--- src/rtl/gpr_pkg.sv ---
// gpr_pkg: shared constants, state encoding and read-field extraction for gpr_bank
package gpr_pkg;
   localparam int DEF_DATA_W = 14;
   localparam int DEF_ADDR_W = 12;
   localparam int DEF_REG_N  = 16;
   localparam int DEF_REG_W  = 4;
   localparam int DEF_OPS_N  = 3;
   localparam logic [0:0] S_IDLE = 1'b0;
   localparam logic [0:0] S_ACC  = 1'b1;
   localparam logic [3:0] AX  = 4'd0;
   localparam logic [3:0] BX  = 4'd1;
   localparam logic [3:0] CX  = 4'd2;
   localparam logic [3:0] DX  = 4'd3;
   localparam logic [3:0] SI  = 4'd4;
   localparam logic [3:0] DI  = 4'd5;
   localparam logic [3:0] BP  = 4'd6;
   localparam logic [3:0] SP  = 4'd7;
   localparam logic [3:0] AX1 = 4'd8;
   localparam logic [3:0] AX2 = 4'd9;
   localparam logic [3:0] AX3 = 4'd10;
   localparam logic [3:0] AX4 = 4'd11;
   localparam logic [3:0] AX5 = 4'd12;
   localparam logic [3:0] AX6 = 4'd13;
   localparam logic [3:0] AX7 = 4'd14;
   localparam logic [3:0] AX8 = 4'd15;
   // Field 0 sits in the top REG_W bits of the address, field k just below field k-1.
   function automatic int unsigned field_idx(input logic [31:0] a, input int k, input int aw, input int rw);
      return (a >> (aw - rw * (k + 1))) & ((32'd1 << rw) - 32'd1);
   endfunction
endpackage

--- src/rtl/gpr_bank_if.sv ---
// gpr_bank_if: request/write bus from the control unit and the registered result bus
interface gpr_bank_if #(
   parameter int DATA_W = 14,
   parameter int ADDR_W = 12
) ();
   logic [ADDR_W-1:0] address;
   logic [DATA_W-1:0] data_in;
   logic              GPR_wr;
   logic              GPR_rd;
   logic              mode;
   logic [DATA_W-1:0] data_out;
   logic              valid;
   logic              busy;
   logic              overflow;
   modport master (output address, data_in, GPR_wr, GPR_rd, mode, input data_out, valid, busy, overflow);
   modport slave (input address, data_in, GPR_wr, GPR_rd, mode, output data_out, valid, busy, overflow);
endinterface

--- src/rtl/gpr_array.sv ---
// gpr_array: REG_N x DATA_W storage, one synchronous write port, one combinational read port
module gpr_array import gpr_pkg::*; #(
   parameter int DATA_W = DEF_DATA_W,
   parameter int REG_N  = DEF_REG_N,
   parameter int REG_W  = DEF_REG_W
) (
   input  logic              clk,
   input  logic              rst,
   input  logic              i_wr,
   input  logic [REG_W-1:0]  i_wr_idx,
   input  logic [DATA_W-1:0] i_wr_data,
   input  logic [REG_W-1:0]  i_rd_idx,
   output logic [DATA_W-1:0] o_rd_data
);
   logic [DATA_W-1:0] r_regs [REG_N];
   assign o_rd_data = r_regs[i_rd_idx];
   always_ff @(posedge clk) begin
      if (rst) begin
         for (int i = 0; i < REG_N; i++) r_regs[i] <= '0;
      end else if (i_wr) begin
         r_regs[i_wr_idx] <= i_wr_data;
      end
   end
endmodule

--- src/rtl/gpr_bank.sv ---
// gpr_bank: register bank with single registered read and multi-cycle OPS_N-operand sum
module gpr_bank import gpr_pkg::*; #(
   parameter int DATA_W = DEF_DATA_W,
   parameter int ADDR_W = DEF_ADDR_W,
   parameter int REG_N  = DEF_REG_N,
   parameter int REG_W  = DEF_REG_W,
   parameter int OPS_N  = DEF_OPS_N
) (
   input logic       clk,
   input logic       rst,
   gpr_bank_if.slave bus
);
   localparam int K_W   = OPS_N > 1 ? $clog2(OPS_N) : 1;
   localparam int ACC_W = DATA_W + $clog2(OPS_N);
   logic [0:0]        r_state;
   logic [ADDR_W-1:0] r_addr;
   logic [K_W-1:0]    r_k;
   logic [ACC_W-1:0]  r_acc;
   logic [DATA_W-1:0] r_data;
   logic              r_valid;
   logic              r_ovf;
   logic [REG_W-1:0]  w_rd_idx;
   logic [DATA_W-1:0] w_rd_data;
   logic [ACC_W-1:0]  w_sum;
   logic              w_last;
   assign w_rd_idx = r_state == S_ACC
      ? REG_W'(field_idx(32'(r_addr), int'(r_k), ADDR_W, REG_W))
      : REG_W'(field_idx(32'(bus.address), 0, ADDR_W, REG_W));
   assign w_sum  = r_acc + ACC_W'(w_rd_data);
   assign w_last = r_k == K_W'(OPS_N - 1);
   gpr_array #(.DATA_W(DATA_W), .REG_N(REG_N), .REG_W(REG_W)) u_array (
      .clk       (clk),
      .rst       (rst),
      .i_wr      (bus.GPR_wr),
      .i_wr_idx  (bus.address[REG_W-1:0]),
      .i_wr_data (bus.data_in),
      .i_rd_idx  (w_rd_idx),
      .o_rd_data (w_rd_data)
   );
   always_ff @(posedge clk) begin
      if (rst) begin
         r_state <= S_IDLE;
         r_addr  <= '0;
         r_k     <= '0;
         r_acc   <= '0;
         r_data  <= '0;
         r_valid <= 1'b0;
         r_ovf   <= 1'b0;
      end else begin
         r_valid <= 1'b0;
         if (r_state == S_IDLE) begin
            if (bus.GPR_rd && !bus.mode) begin
               r_data  <= w_rd_data;
               r_valid <= 1'b1;
               r_ovf   <= 1'b0;
            end else if (bus.GPR_rd) begin
               r_addr  <= bus.address;
               r_acc   <= '0;
               r_k     <= '0;
               r_state <= S_ACC;
            end
         end else begin
            r_acc <= w_sum;
            r_k   <= r_k + 1'b1;
            if (w_last) begin
               r_data  <= w_sum[DATA_W-1:0];
               r_ovf   <= |(w_sum >> DATA_W);
               r_valid <= 1'b1;
               r_state <= S_IDLE;
            end
         end
      end
   end
   assign bus.data_out = r_data;
   assign bus.valid    = r_valid;
   assign bus.busy     = r_state == S_ACC;
   assign bus.overflow = r_ovf;
endmodule

--- src/flat_wrapper.sv ---
// flat-port wrapper written by rule: the top's interface ports become plain ports
module gpr_bank_flat import gpr_pkg::*;
#(
   parameter int DATA_W = DEF_DATA_W,
   parameter int ADDR_W = DEF_ADDR_W,
   parameter int REG_N  = DEF_REG_N,
   parameter int REG_W  = DEF_REG_W,
   parameter int OPS_N  = DEF_OPS_N
)
  (clk, rst, bus_address, bus_data_in, bus_GPR_wr, bus_GPR_rd, bus_mode, bus_data_out, bus_valid, bus_busy, bus_overflow);
  gpr_bank_if #(.DATA_W(DATA_W), .ADDR_W(ADDR_W)) bus_i ();
  input logic clk;
  input logic rst;
  input wire logic [$bits(bus_i.address)-1:0] bus_address;
  input wire logic [$bits(bus_i.data_in)-1:0] bus_data_in;
  input wire logic [$bits(bus_i.GPR_wr)-1:0] bus_GPR_wr;
  input wire logic [$bits(bus_i.GPR_rd)-1:0] bus_GPR_rd;
  input wire logic [$bits(bus_i.mode)-1:0] bus_mode;
  output wire logic [$bits(bus_i.data_out)-1:0] bus_data_out;
  output wire logic [$bits(bus_i.valid)-1:0] bus_valid;
  output wire logic [$bits(bus_i.busy)-1:0] bus_busy;
  output wire logic [$bits(bus_i.overflow)-1:0] bus_overflow;
  assign bus_i.address = bus_address;
  assign bus_i.data_in = bus_data_in;
  assign bus_i.GPR_wr = bus_GPR_wr;
  assign bus_i.GPR_rd = bus_GPR_rd;
  assign bus_i.mode = bus_mode;
  assign bus_data_out = bus_i.data_out;
  assign bus_valid = bus_i.valid;
  assign bus_busy = bus_i.busy;
  assign bus_overflow = bus_i.overflow;
  gpr_bank #(.DATA_W(DATA_W), .ADDR_W(ADDR_W), .REG_N(REG_N), .REG_W(REG_W), .OPS_N(OPS_N)) u_core (.clk(clk), .rst(rst), .bus(bus_i));
endmodule
--- config.mk ---
export PLATFORM = sky130hd
export DESIGN_NAME = gpr_bank_flat
export DESIGN_NICKNAME = d
export VERILOG_FILES = /design/src/rtl/gpr_pkg.sv /design/src/rtl/gpr_bank_if.sv /design/src/rtl/gpr_array.sv /design/src/rtl/gpr_bank.sv /design/src/flat_wrapper.sv
export SDC_FILE = /design/constraint.sdc
export NUM_CORES = 1
export LEC_CHECK = 0
export ABC_AREA = 1
export BUFFER_PORTS_ARGS = -buffer_cell sky130_fd_sc_hd__buf_2
export CAP_MARGIN = 30
export CORE_AREA = 2 2 154 156
export CTS_CLUSTER_DIAMETER = 60
export DETAILED_ROUTE_END_ITERATION = 6
export DIE_AREA = 0 0 156 158
export PLACE_DENSITY_LB_ADDON = 0.15
export SYNTH_ARGS = -nofsm -noshare
export SYNTH_HDL_FRONTEND = slang
export SYNTH_HIERARCHICAL = 1
export SYNTH_SLANG_ARGS = --single-unit
--- constraint.sdc ---
create_clock -name clk -period 5.2 [get_ports clk]
set_input_delay 1.04 -clock clk [delete_from_list [all_inputs] [get_ports clk]]
set_output_delay 1.04 -clock clk [all_outputs]
set_load 0.01 [all_outputs]
==> metrics.md, run 1 <==
| Metric | Value |
|---|---|
| Outcome | `finished, final reports clean` |
| Complex-gate fraction of the synthesized area | `4.28%` |
| Drt pass-1 iters | `5` |
| Die Area | `24600 um2` |
| Largest area contributor in the netlist | `edfxtp_1` |
| Clk_lat worst skew | `560 ps` |
| Clock Path Buffers | `3` |
| Grt met3 use | `4.43%` |
| Gr ovfl total | `0` |
| Filler instances | `1968` |
| Register bit total from synthesis | `271` |
| Largest cells by area after synthesis | `edfxtp_1 50%, nand2_1 12%, nor2_1 7.4%` |
| Post-Syn Instances | `1611` |
| Worst-path clk slew | `60 ps` |
| Crit path max-delay family | `buffers and inverters` |
| Initial DRC count | `1274` |
| I/O pin count | `48` |
| ANT cells | `0` |
| Worst slew pin tran | `923 ps` |
| Initial antenna violation count | `0` |
| GPL Wtd Cong | `0.899` |
| # DRC | `0` |
| Synth cell types | `34` |
| Vias | `10738` |
| Setup bufs post-CTS | `0` |
| HPWL Detailed | `22.0 mm` |
| PnR Total Power | `5.32 mW` |
| Setup TNS | `0 ps` |
| Fin. max-slew vios | `0` |
| Fraction of layout instances using a drive strength above 1 | `8.02%` |
| First-pass GRT wire length | `54.5 mm` |
| Leak pwr | `6.80 nW` |
| Critical Path Start Type | `flop` |
| Reg area | `7670 um2` |
| Largest family of logic cells by synthesized area | `simple AND/OR/NAND/NOR gates` |
| Clk root buf | `clkbuf_16` |
| Largest net degree at the start of global routing | `113` |
| Routed Antenna Nets | `0` |
| Post-Synth XOR/XNOR Area | `0.129%` |
| Maximum clock rate | `211 MHz` |
| P&R area growth vs syn | `8.66%` |
| Final setup violation count | `0` |
| IO Port Bufs | `47` |
| Drt wl/cell | `18.4 um` |
| Initial Utilization | `58.7%` |
| Max_cap viols | `0` |
| Max H-tree Level | `1` |
| Worst EP required | `5630 ps` |
| Post-synth top area share | `49.7%` |
| Max incr delay on CP | `540 ps` |
| Nets | `1658` |
| Crit Path Class | `flop to flop` |
| CP Max Fanout | `39` |
| Post-cts resize count | `0` |
| Slowest-stage cell, CP | `clkinv_2` |
| Worst VDD drop | `0.281 mV` |
| GRT Overall Usage | `29.0%` |
| GRT met2 Usage | `46.1%` |
| Multi-input gate area | `4510 um2` |
| Synthesized area | `13500 um2` |
| Met1 GRT Util | `41.3%` |
| CP endpoint kind | `flop` |
| Cell mode on critical path | `nand2_1` |
| Via count of the first global-routing pass | `9815` |
| Hold Path Class | `flop to flop` |
| Post-Syn Nets | `1659` |
| Buf+Inv Stages, Crit Path | `4` |
| CTS Buf Count | `30` |
| Simple-Gate Fraction of Synth Area | `27.0%` |
| Slew HR | `38.4%` |
| CTS tree | `built` |
| Final WL | `35.3 mm` |
| Final Hold Vio Count | `0` |
| Clock skew | `7.23 ps` |
| Gr busiest metal | `met2` |
| Vias per Instance | `5.58` |
| Row count | `56` |
| Synth Area in Adders | `1.63%` |
| Die X | `156 um` |
| Syn avg cell area | `8.40 um2` |
| Final period util | `91.1%` |
| Die height | `158 um` |
| RSZ-0062 raised after global routing | `no` |
| Min Tclk post-route | `4740 ps` |
| Post-synthesis mux area share | `0%` |
| Hold_buf cts | `0` |
| Clk sinks | `271` |
| Ys Warns | `6` |
| Crit-path cells | `inv_1 -> ha_1 -> o31ai_1 -> inv_1 -> o22ai_4 -> clkinv_2 -> buf_4 -> nand2_1 -> nand2_1 -> nand2_1 -> nand3_1 -> nand3_1 -> nand2_1 -> fa_1 -> nand2_1 -> nand2_1 -> nand3_1 -> nand2_1 -> nand2_1 -> nand2_1 -> o21ai_0 -> a21oi_1` |
| Crit path DAT | `5170 ps` |
| Post-synthesis sequential area ratio | `56.7%` |
| CORE AREA | `23100 um2` |
| Power density cells | `362 nW/um2` |
## per-layer routing
metal  vias to the layer above  wire length, um
met5                         -                0
met4                         0             1080
met3                        64             3320
met2                       533            16200
met1                      5034            14700
li1                       5107                -
## cell families (layout without fill, tap and decap cells)
family / Yosys count / after routing
XOR/XNOR: 2 / 2
AND/OR/NAND/NOR: 889 / 889
buffers and inverters: 325 / 347
AO/OA/AOI/OAI: 107 / 107
flip-flops: 271 / 271
adder cells (fa/ha/maj): 17 / 17
## where the power goes
part	leakage [nW]	total [mW]	internal [mW]	switching, mW
registers	2.52	2.52	2.48	0.0449
clock network	0.473	2.05	1.21	0.844
logic	3.81	0.745	0.207	0.538
total	6.80	5.32	3.89	1.43
## sequential cells by signal, summed over array words and instances, names as in the netlist
register / count
u_core/bus.valid: 1
u_core/bus.data_out: 14
u_core/r_acc: 16
u_core/r_addr: 12
u_core/u_array/r_regs: 224
u_core/bus.overflow: 1
u_core/r_k: 2
u_core/bus.busy: 1
## synthesized netlist by cell type
master    count
nand2_1     417
nor2_1      266
inv_1       228
edfxtp_1    224
nand3_1     184
a21oi_1      56
dfxtp_1      47
buf_2        42
o21ai_0      27
clkbuf_1     26
ha_1         16
buf_6        14
o21ai_1       8
inv_2         6
buf_1         5
nor2_2        5
nand3_2       4
o22ai_1       4
o31ai_1       4
a21oi_2       3
a31oi_1       3
buf_4         3
nor3_2        3
nand2_2       2
nand3b_1      2
nand4_1       2
or2_2         2
xor2_1        2
a21oi_4       1
and2_1        1
fa_1          1
inv_4         1
nand2_4       1
o21a_1        1
## stage by stage
step | instances | worst slack [ps] | instance area [um2] | hold slack, ps | util (%)
final | 1923 | 462 | 14700 | 471 | 63.8
after global routing | 1923 | 154 | 14700 | 492 | 63.8
after CTS | 1923 | 515 | 14700 | 470 | 63.8
after detailed placement | 1868 | 544 | 13700 | 460 | 59.6
after global placement | 1868 | 646 | 13700 | 458 | 59.6
after floorplan | 1611 | 1620 | 13500 | 444 | -
## path summary, 6_finish.rpt
path	end	slack, ps	start	cells past startpoint
setup reg to reg	u_core/bus.data_out[10]$_SDFFE_PP0P_	460	u_core/r_k[0]$_SDFFE_PP0P_	22
hold reg to reg	u_core/r_acc[2]$_SDFFE_PP0P_	470	u_core/r_acc[2]$_SDFFE_PP0P_	2
hold / removal	u_core/r_acc[2]$_SDFFE_PP0P_	470	u_core/r_acc[2]$_SDFFE_PP0P_	2
setup / recovery	u_core/bus.data_out[10]$_SDFFE_PP0P_	460	u_core/r_k[0]$_SDFFE_PP0P_	22
## worst register-to-register path, delay by kind of cell (launching register included)
family | cells | cell delay, ps
buf+inv | 4 | 1300
simple gates | 12 | 1140
fa+ha+maj | 2 | 910
compound gates | 4 | 870
flops | 1 | 410
## cells in the final DEF (no fill, tap or decap), types with 2 or more instances in the layout
cell type,netlist,routed
inv_2,6,5
xor2_1,2,2
nor3_2,3,3
nor2_1,266,266
clkinv_2,0,5
nand4_1,2,2
clkbuf_16,0,30
a21oi_1,56,56
edfxtp_1,224,224
nor2_2,5,5
clkbuf_8,0,3
buf_4,3,9
clkinv_1,0,6
inv_1,228,227
bufinv_16,0,2
o31ai_1,4,4
o21ai_0,27,27
a21oi_2,3,3
nand3_2,4,4
clkbuf_1,26,7
nand2_1,417,417
or2_2,2,2
ha_1,16,16
nand3b_1,2,2
buf_2,42,47
dfxtp_1,47,47
nand3_1,184,184
o22ai_4,0,2
a31oi_1,3,3
nand2_2,2,2
o21ai_1,8,8
## layout make-up
cell class | count | share of cell area [%]
Tap cell | 290 | 2.47
Clock buffer | 42 | 5.65
Sequential cell | 271 | 52.1
Multi-Input combinational cell | 1015 | 30.7
Inverter | 235 | 6.03
Timing Repair Buffer | 57 | 2.20
Clock inverter | 13 | 0.859
No activity file was read; power rests on OpenSTA's default activity.
==> inputs of run 2 (changes only) <==
--- a/config.mk
+++ b/config.mk
@@ -5,13 +5,12 @@
 export SDC_FILE = /design/constraint.sdc
 export NUM_CORES = 1
 export LEC_CHECK = 0
-export ABC_AREA = 1
 export BUFFER_PORTS_ARGS = -buffer_cell sky130_fd_sc_hd__buf_2
 export CAP_MARGIN = 30
-export CORE_AREA = 2 2 154 156
+export CORE_AREA = 2 2 149 151
 export CTS_CLUSTER_DIAMETER = 60
 export DETAILED_ROUTE_END_ITERATION = 6
-export DIE_AREA = 0 0 156 158
+export DIE_AREA = 0 0 151 153
 export PLACE_DENSITY_LB_ADDON = 0.15
 export SYNTH_ARGS = -nofsm -noshare
 export SYNTH_HDL_FRONTEND = slang
==> run 2 against run 1 <==
Compared with the run above: flip-flop and latch count stayed put; sequential power hardly changed; count of clock-buffer cells in the layout is 9 lower; combinational power is 15% lower; clock skew is 2.2 ps higher; synthesized cell count is 41% lower; register-to-register slack hardly changed; critical path depth is 5 lower; utilization is 2.9 points higher; clock power hardly changed; largest power group unchanged.
==> metrics.md, run 2 <==
| Metric | Value |
|---|---|
| CP Max Fanout | `36 (-7.7%)` |
| Slew HR | `35.7% (-2.7 points)` |
| CP endpoint kind | `flop` |
| Crit. Startpoint | `u_core/r_k[0]$_SDFFE_PP0P_` |
| RSZ-0062 raised after global routing | `no` |
| WL met1 | `13.0 mm (-12%)` |
| R2r startpoint | `u_core/r_k[0]$_SDFFE_PP0P_` |
| Ys Warns | `6 (unchanged)` |
| Max incr delay on CP | `530 ps (about the same)` |
| I/O pin count | `48 (unchanged)` |
| GPL Wtd Cong | `0.838 (-6.7%)` |
| Vias per Instance | `6.02 (+7.8%)` |
| Clock Path Buffers | `3 (unchanged)` |
| Min Tclk post-route | `4750 ps (+14.5 ps)` |
| Slowest-stage cell, CP | `mux4_2` |
| Fraction of layout instances using a drive strength above 1 | `21.5% (+13 points)` |
| Worst VDD drop | `0.299 mV (+6.3%)` |
| Register bit total from synthesis | `271 (unchanged)` |
| Nets | `1040 (-37%)` |
| Largest net degree at the start of global routing | `65 (-42%)` |
| Commonest cells in the synthesized netlist | `224 x and2_1, 224 x edfxtp_1, 68 x nand2_1, 56 x mux4_2, 50 x clkbuf_1` |
| Critical Path Start Type | `flop` |
| Initial DRC count | `672 (-47%)` |
| CTS tree | `built` |
| Setup bufs post-CTS | `0 (unchanged)` |
| Syn avg cell area | `13.4 um2 (+60%)` |
| Max FFs per register | `224 (unchanged)` |
| Vias | `7803 (-27%)` |
| Max_cap viols | `0 (unchanged)` |
| Crit path DAT | `5170 ps (about the same)` |
| Min Hold Slack | `458 ps (-13.0 ps)` |
| Setup TNS | `0 ps (unchanged)` |
| ANT cells | `0 (unchanged)` |
| P&R area growth vs syn | `12.5%` |
| Clk sinks | `271 (unchanged)` |
| Post-cts resize count | `0 (unchanged)` |
| Initial antenna violation count | `0 (unchanged)` |
| Top routing layer in use | `met4` |
| CTS Buf Count | `30 (unchanged)` |
| Clk_lat worst skew | `550 ps (about the same)` |
| Via count of the first global-routing pass | `7880 (-20%)` |
| # DRC | `0 (unchanged)` |
| Area after DPL | `13400 um2 (-2.7%)` |
| Initial Utilization | `59.3% (+0.56 points)` |
| PnR Total Power | `5.18 mW (-2.7%)` |
| CORE AREA | `21500 um2 (-6.8%)` |
| Post-Syn Instances | `948 (-41%)` |
| Post-synthesis sequential area ratio | `60.2% (+3.6 points)` |
| Utilization after layout | `66.7% (+2.9 points)` |
| Max H-tree Level | `1 (unchanged)` |
| Clk root buf | `clkbuf_16` |
| Synthesized area | `12700 um2 (-5.9%)` |
| Leak pwr | `5.26 nW (-23%)` |
| Maximum clock rate | `210 MHz (-0.30%)` |
| Fin. max-slew vios | `0 (unchanged)` |
| Drt wl/cell | `23.3 um (+27%)` |
| Die X | `151 um (-3.2%)` |
| Final worst setup slack | `447 ps (-14.5 ps)` |
| Die Area | `23100 um2 (-6.3%)` |
| Final instance area | `14300 um2 (-2.6%)` |
| Final Hold Vio Count | `0 (unchanged)` |
| Fin cells | `1296 (-33%)` |
| Synth async-reset ratio | `0% (unchanged)` |
| Clock skew | `9.40 ps (+2.17 ps)` |
| Gr ovfl total | `0 (unchanged)` |
| Number of synthesized flops with an enable pin | `224 (unchanged)` |
| Die height | `153 um (-3.2%)` |
| Crit-path cells | `inv_1 -> ha_1 -> mux2i_1 -> o22a_1 -> o2bb2ai_4 -> buf_12 -> buf_12 -> mux4_2 -> a22oi_1 -> nand2_1 -> ha_1 -> a21o_2 -> a221oi_2 -> o32a_4 -> o211ai_2 -> o41ai_1 -> a41oi_1` |
| WL met3 | `1.69 mm (-49%)` |
| Hold_buf cts | `0 (unchanged)` |
| Crit Path Class | `flop to flop` |
| Largest cells by area after synthesis | `edfxtp_1 53%, and2_1 11%, mux4_2 9.9%` |
| Pre-CTS WS | `527 ps (-17.1 ps)` |
| Placed cells | `1240 (-34%)` |
| HPWL Detailed | `19.2 mm (-13%)` |
| Synth cell types | `64 (+88%)` |
| Drt pass-1 iters | `4 (-1)` |
| Worst-path clk slew | `60 ps (about the same)` |
| Routed Antenna Nets | `0 (unchanged)` |
| Largest area contributor in the netlist | `edfxtp_1` |
| Outcome | `finished, final reports clean` |
| GRT Overall Usage | `26.9% (-2.0 points)` |
| Routed wl met2 | `14.5 mm (-10%)` |
| IO Port Bufs | `47 (unchanged)` |
| Hold Path Class | `flop to flop` |
| First-pass GRT wire length | `46.3 mm (-15%)` |
| Most frequent cells in the layout | `224 x and2_1, 224 x edfxtp_1, 68 x nand2_1` |
| Worst EP required | `5610 ps (-20 ps)` |
| Post-synth top area share | `52.8% (+3.1 points)` |
| Worst slew pin tran | `964 ps (+40.7 ps)` |
| Final WL | `30.2 mm (-14%)` |
| Final period util | `91.4% (+0.28 points)` |
| Final setup violation count | `0 (unchanged)` |
| Main synth FF type | `edfxtp_1` |
| Row count | `54 (-3.6%)` |
| Largest register by flop count | `u_core/u_array/r_regs` |
| Post-Syn Nets | `996 (-40%)` |
| Power density cells | `361 nW/um2 (-0.19%)` |
| Hold Path Origin | `u_core/bus.data_out[7]$_SDFFE_PP0P_` |
## run 2: cell count changes in the layout (fill, tap and decap cells not counted), sizes merged, moves of 11 or more
cell | previous run | this run
or2 | 2 | 16
and2 | 1 | 225
o21ai | 35 | 8
a21oi | 60 | 44
nor2 | 271 | 39
mux4 | 0 | 56
a22oi | 0 | 32
nand2 | 420 | 68
buf | 57 | 78
a211oi | 0 | 11
inv | 234 | 6
nand3 | 188 | 10
## run 2: metal layers
| layer | vias to the layer above | track usage (%) |
|---|---|---|
| met5 | - | 0 |
| met4 | 0 | 9.43 |
| met3 | 42 | 3.67 |
| met2 | 247 | 43.4 |
| met1 | 3932 | 38.0 |
| li1 | 3582 | - |
## run 2: final timing paths
check | end | cells after the start | slack [ps]
worst max-delay path | u_core/bus.overflow$_SDFFE_PP0P_ | 17 | 450
worst min-delay path | u_core/bus.data_out[7]$_SDFFE_PP0P_ | 2 | 460
worst max register to register | u_core/bus.overflow$_SDFFE_PP0P_ | 17 | 450
worst min register to register | u_core/bus.data_out[7]$_SDFFE_PP0P_ | 2 | 460
## run 2: kinds of logic (layout without fill, tap and decap cells)
group	count (synthesis)	in the layout	share of synthesized area, %
adders and majority gates	17	17	1.73
and+or+nand+nor	385	385	17.2
xor gates and xnor gates	11	11	0.757
AOI/OAI and AO/OA	130	130	7.43
muxes	63	63	10.5
DFF	271	271	60.2
buffers and inverters	71	139	2.24
## run 2: area by class of cell
cell class	instances	area, um2
fill	1571	7160
sequential	271	7670
clock buffer	33	783
timing repair buffer	78	518
tap	280	350
inverter	5	18.8
multi-input combinational	606	4820
clock inverter	23	173
## run 2: worst max-delay path, delay by kind of cell, from the launching register on
| kind | cells | cell delay, ps |
|---|---|---|
| adders and majority gates | 2 | 890 |
| and+or+nand+nor | 1 | 100 |
| AOI/OAI and AO/OA | 9 | 1950 |
| DFF | 1 | 330 |
| buffers and inverters | 3 | 600 |
| muxes | 2 | 660 |
## run 2: power by group
group          total (mW)  internal [mW]  switching, mW
Clock                2.03           1.18          0.844
Combinational       0.631          0.258          0.374
Sequential           2.52           2.47         0.0437
Total                5.18           3.91           1.26
